## src/rtl/mult_div_unit.sv

```systemverilog
// mult_div_unit: iterative radix-2 multiply/divide (signed and unsigned), one result bit per cycle.
// Signed operations run on magnitudes; result signs are fixed up in a dedicated FIX state.
module mult_div_unit #(
    parameter int WIDTH = 32
) (
    input  logic             clk,
    input  logic             reset,
    input  logic             start,
    input  logic             clear,
    input  logic [1:0]       op,
    input  logic [WIDTH-1:0] a,
    input  logic [WIDTH-1:0] b,
    output logic [WIDTH-1:0] hi,
    output logic [WIDTH-1:0] lo,
    output logic             busy,
    output logic             done,
    output logic             div_zero
);
    localparam int CW = $clog2(WIDTH);

    typedef enum logic [1:0] {IDLE, CALC, FIX, DONE} state_t;

    state_t             state_q, state_d;
    logic [CW-1:0]      cnt_q, cnt_d;
    logic               div_q, div_d;
    logic [WIDTH-1:0]   a_q, a_d, b_q, b_d, hi_q, hi_d, lo_q, lo_d;
    logic [2*WIDTH-1:0] acc_q, acc_d;
    logic               neg_q, neg_d, rneg_q, rneg_d, done_q, done_d, dz_q, dz_d;

    logic               sgn;
    logic [WIDTH-1:0]   a_mag, b_mag, quo_fix, rem_fix;
    logic [WIDTH:0]     msum, shifted, trial;
    logic [2*WIDTH-1:0] prod_fix;

    always_comb begin
        sgn      = ~op[0];
        a_mag    = (sgn && a[WIDTH-1]) ? -a : a;
        b_mag    = (sgn && b[WIDTH-1]) ? -b : b;
        msum     = {1'b0, acc_q[2*WIDTH-1:WIDTH]} + (acc_q[0] ? {1'b0, a_q} : {(WIDTH+1){1'b0}});
        shifted  = {acc_q[2*WIDTH-1:WIDTH], acc_q[WIDTH-1]};
        trial    = shifted - {1'b0, b_q};
        prod_fix = neg_q ? -acc_q : acc_q;
        quo_fix  = neg_q ? -acc_q[WIDTH-1:0] : acc_q[WIDTH-1:0];
        rem_fix  = rneg_q ? -acc_q[2*WIDTH-1:WIDTH] : acc_q[2*WIDTH-1:WIDTH];
    end

    always_comb begin
        state_d = state_q;
        cnt_d   = cnt_q;
        div_d   = div_q;
        a_d     = a_q;
        b_d     = b_q;
        acc_d   = acc_q;
        hi_d    = hi_q;
        lo_d    = lo_q;
        neg_d   = neg_q;
        rneg_d  = rneg_q;
        dz_d    = dz_q;
        done_d  = 1'b0;
        if (clear) begin
            state_d = IDLE;
            cnt_d   = '0;
        end else begin
            case (state_q)
                IDLE: if (start) begin
                    div_d  = op[1];
                    a_d    = a_mag;
                    b_d    = b_mag;
                    neg_d  = sgn && (a[WIDTH-1] ^ b[WIDTH-1]);
                    rneg_d = sgn && a[WIDTH-1];
                    dz_d   = op[1] && (b == '0);
                    cnt_d  = '0;
                    // Multiplier (or dividend) sits in the low half and is consumed one bit per cycle
                    acc_d  = {{WIDTH{1'b0}}, op[1] ? a_mag : b_mag};
                    if (op[1] && (b == '0)) begin
                        hi_d    = a;
                        lo_d    = '1;
                        state_d = DONE;
                    end else begin
                        state_d = CALC;
                    end
                end
                CALC: begin
                    acc_d = !div_q ? {msum, acc_q[WIDTH-1:1]} :
                            !trial[WIDTH] ? {trial[WIDTH-1:0], acc_q[WIDTH-2:0], 1'b1} :
                                            {shifted[WIDTH-1:0], acc_q[WIDTH-2:0], 1'b0};
                    cnt_d = cnt_q + 1'b1;
                    if (cnt_q == CW'(WIDTH-1)) begin
                        cnt_d   = '0;
                        state_d = FIX;
                    end
                end
                FIX: begin
                    hi_d    = div_q ? rem_fix : prod_fix[2*WIDTH-1:WIDTH];
                    lo_d    = div_q ? quo_fix : prod_fix[WIDTH-1:0];
                    state_d = DONE;
                end
                default: begin
                    done_d  = 1'b1;
                    state_d = IDLE;
                end
            endcase
        end
    end

    always_ff @(posedge clk or negedge reset) begin
        if (!reset) begin
            state_q <= IDLE;
            cnt_q   <= '0;
            div_q   <= 1'b0;
            a_q     <= '0;
            b_q     <= '0;
            acc_q   <= '0;
            hi_q    <= '0;
            lo_q    <= '0;
            neg_q   <= 1'b0;
            rneg_q  <= 1'b0;
            dz_q    <= 1'b0;
            done_q  <= 1'b0;
        end else begin
            state_q <= state_d;
            cnt_q   <= cnt_d;
            div_q   <= div_d;
            a_q     <= a_d;
            b_q     <= b_d;
            acc_q   <= acc_d;
            hi_q    <= hi_d;
            lo_q    <= lo_d;
            neg_q   <= neg_d;
            rneg_q  <= rneg_d;
            dz_q    <= dz_d;
            done_q  <= done_d;
        end
    end

    assign hi       = hi_q;
    assign lo       = lo_q;
    assign busy     = state_q != IDLE;
    assign done     = done_q;
    assign div_zero = dz_q;
endmodule
```

## config.mk

```make
export PLATFORM = sky130hd
export DESIGN_NAME = mult_div_unit
export DESIGN_NICKNAME = d
export VERILOG_FILES = /design/src/rtl/mult_div_unit.sv
export SDC_FILE = /design/constraint.sdc
export NUM_CORES = 1
export LEC_CHECK = 0
export CORE_MARGIN = 2
export CORE_UTILIZATION = 66
export DETAILED_ROUTE_END_ITERATION = 10
export DONT_BUFFER_PORTS = 1
export PLACE_DENSITY = 0.82
export SYNTH_ARGS = -nofsm -noshare
export SYNTH_HDL_FRONTEND = slang
export SYNTH_SLANG_ARGS = --single-unit
```

## constraint.sdc

```tcl
create_clock -name clk -period 3.6 [get_ports clk]
set_input_delay 0.72 -clock clk [delete_from_list [all_inputs] [get_ports clk]]
set_output_delay 0.72 -clock clk [all_outputs]
set_load 0.01 [all_outputs]
```

==> flow_summary_export.csv <==
group,metric,value,unit
final_layout,nNetsFinal,2152,
sta,worst_hold_check_slack,-0.113,ns
pwr,p_comb_frac,0.603,
clocking,root_buffer,"clkbuf_16",
detailed_routing,drt_first_pass_iters,6,
sta,slew_headroom,0.296,
critical_path,cp_common_cell,"buf_4",
critical_path,delay_heaviest_family_cp,"compound AO/OA/AOI/OAI gates",
pwr,power_frac_seq,0.261,
synthesis,synth.ff_latch_count,204,
critical_path,critPathKind,"reg2reg",
detailed_routing,drt.antenna.violating_nets,0,
final_layout,area.growth.synth_to_final,8.52,%
clocking,maximum_buffer_depth_of_the_clock_tree,3,
clocking,clkLatencyLatePin,0.54,ns
critical_path,path_cells,"inv_1 -> ha_1 -> fa_1 -> nand2b_1 -> a21oi_1 -> o31ai_2 -> a2111oi_2 -> o2111ai_1 -> nand3_2 -> buf_4 -> buf_4 -> mux2i_1 -> o221ai_1",
pwr,p_int,8.61,mW
sta,setup_viol,0,
critical_path,worst_ep_arrival_time,3.77,ns
sta,final_number_of_max_transition_violations,0,
synthesis,synth.most_common_cell,"o21ai_0",
pwr,power_density,981,mW/mm^2
placed_design,gp_routability_congestion,1.06,
placed_design,dpl.hpwl,44600,um
global_routing,grt_start_max_net_pins,205,
sta,setup_ws,0.191,ns
sta,final-hold-violation-count,176,
critical_path,setup.worst_path.start_class,"flip-flop",
sta,max_freq,293,MHz
sta,min_period,3.41,ns
detailed_routing,routed_length_per_placed_instance,24.9,um
detailed_routing,viasPerCell,6.86,
clocking,cts-buffers-inserted,23,
synthesis,syn-mean-instance-area,8.02,sq um
synthesis,synth_top_cell_area_share,0.315,
global_routing,grt_ovf,0,
synthesis,synth.cells.most_frequent,"210 x o21ai_0, 204 x dfrtp_1, 201 x nand2_1",
critical_path,slowest_stage,"fa_1",
sta,tns,0,ns
synthesis,ys_top_cells_by_area,"dfrtp_1 32%, o21ai_0 6.5%, a21oi_1 6.0%",
final_layout,drive_above_1_share,0.0861,
global_routing,grt_pass1_wl,88200,um
pwr,max-vdd-ir-drop,0.614,mV
clocking,tritoncts_clock_tree,"yes",
sta,post-route-period-util,0.947,
synthesis,async_reset_ff_frac,1.00,
clocking,clkSinkCount,204,
floorplanning,top_level_ports,137,
outcome,failed_checks,"hold timing",
outcome,outcome,"finished, violations left",
floorplanning,floorplan.rows,57,
pwr,power.switching,8.64,mW
detailed_routing,dr_total_vias,16100,
critical_path,timing.critical_path.required,3.96,ns
final_layout,seqCellArea,0.00511,sq mm
floorplanning,die_h,161,um
min_path,hold_path_class,"in2async",
synthesis,synth.cell_area,0.0162,sq mm
final_layout,fillers,1917,
synthesis,mapped_cells,2019,
detailed_routing,drc_errors,0,
sta,worst_slew_pin_slew,1.05,ns
clocking,clk_transition_reported_paths,0.07,ns
synthesis,synth.lib_cells_used.distinct,79,
detailed_routing,drt_iter0_markers,2433,
critical_path,path_max_fanout,11,
floorplanning,floorplan.die.width,161,um
placed_design,io_buffers,0,
final_layout,multiInputGateArea,0.0104,sq mm
flow_run,maxCapViolations,0,
floorplanning,start_util,0.670,
synthesis,synth_top_cell_by_area,"dfrtp_1",
critical_path,endpoint_kind,"flip-flop",
synthesis,synth-main-ff-cell,"dfrtp_1",
synthesis,synthesis.yosys.warnings,0,
detailed_routing,routed_wirelength,58500,um
floorplanning,floorplan.core_area,0.0242,sq mm
sta,unrepaired_setup_endpoints_after_global_routing,"false",
pwr,power_switching_share,0.501,
pwr,static-leakage-power,7.74,nW
placed_design,dp_slack,0.222,ns
synthesis,synth-seq-area-share,0.315,
global_routing,via_count_of_the_first_global_routing_pass,15000,
global_routing,antenna_found_initial,1,
critical_path,timing.critical_path.buf_inv,3,
synthesis,synth_enable_flop_cells,0,
synthesis,syn-num-nets,2165,
global_routing,groute.usage.overall,0.445,
sta,fin_skew,0.0212,ns
floorplanning,die-area,0.0258,sq mm
critical_path,max_stage_delay,0.41,ns
pwr,share_clk_of_total_power,0.136,
clocking,h_tree_depth,1,
==> kinds of logic (layout without fill, tap and decap cells) <==
kind of cell | after synthesis | in the layout | synth area share
buffers and inverters | 190 | 192 | 0.0455
adders and majority gates | 76 | 76 | 0.0596
and+or+nand+nor | 652 | 652 | 0.199
xor gates and xnor gates | 173 | 173 | 0.0935
other | 0 | 1 | 0
AOI/OAI and AO/OA | 653 | 653 | 0.242
muxes | 71 | 71 | 0.0453
DFF | 204 | 204 | 0.315
==> path summary, 6_finish.rpt <==
path	from	end	slack, ns	cells after the start
max	acc_q[31]	acc_q[62]	0.19	13
min	reset	hi[11]	-0.11	0
max reg2reg	acc_q[31]	acc_q[62]	0.19	13
min reg2reg	a_q[25]	a_q[25]	0.48	2
max in group asynchronous	reset	a_q[14]	3.25	0
min in group clk	clear	done	0.25	1
==> placed cells by master (no fill, tap or decap), drive strengths merged, types with 21 or more instances in the layout <==
cell	Yosys	layout
o21ai	218	218
nor3b	21	21
xor2	87	87
o31ai	30	30
xnor2	86	86
clkbuf	91	31
a31oi	39	39
a21oi	194	194
nand3	33	33
nor3	29	29
ha	74	74
mux2i	53	53
a22oi	23	23
or3	24	24
dfrtp	204	204
nand2	201	201
a21o	39	39
nor2	170	170
inv	64	65
buf	34	87
and2	40	40
nand2b	22	22
nor4	23	23
==> per-layer routing <==
metal | routed length [um] | vias up | GRT usage | share of wire
met4 | 4620 | 0 | 0.294 | 0.079
met5 | 0 | - | 0 | 0
met3 | 6320 | 218 | 0.0821 | 0.11
li1 | - | 7236 | - | -
met2 | 25500 | 1003 | 0.678 | 0.44
met1 | 22100 | 7630 | 0.582 | 0.38
==> layout make-up <==
class	count	share of cell area
multi-input cells	1625	0.591
flip-flops and latches	204	0.290
repair buffers	87	0.0400
clock buffers	31	0.0367
well taps	324	0.0231
inverters	65	0.0139
clock inverters	9	0.00491
diodes	1	0.000142
==> per-stage QoR <==
stage	util	cell area [sq um]	hold WS, ns	power, mW	std cells
after floorplan	-	16200	0.424	11.5	2019
after global placement	0.696	16800	0.428	14.2	2305
after detailed placement	0.696	16800	0.428	14.5	2305
after CTS	0.727	17600	-0.114	16.9	2345
after global routing	0.727	17600	-0.116	18.2	2345
final	0.727	17600	-0.113	17.2	2346
==> sequential cells by signal, indices dropped and copies added, names as in the netlist, 2 cells and up <==
| name | cells |
|---|---|
| hi | 32 |
| b_q | 32 |
| a_q | 32 |
| state_q | 2 |
| cnt_q | 5 |
| lo | 32 |
| acc_q | 64 |
==> power by group through the flow <==
stage	Combinational [mW]	Clock, mW	Sequential (mW)
6_report	10.4	2.35	4.50
5_1_grt	11.2	2.43	4.59
4_1_cts	10.1	2.34	4.46
3_5_place_dp	9.98	0	4.49
3_3_place_gp	9.78	0	4.45
2_1_floorplan	7.36	0	4.12
==> repair_timing <==
item / in CTS / in global routing
resized for setup: 0 / 3
endpoints found under the setup margin: 0 / 11
setup buffers: 0 / 0
hold endpoints to repair: 204 / 204
No activity file was read; power rests on OpenSTA's default activity.
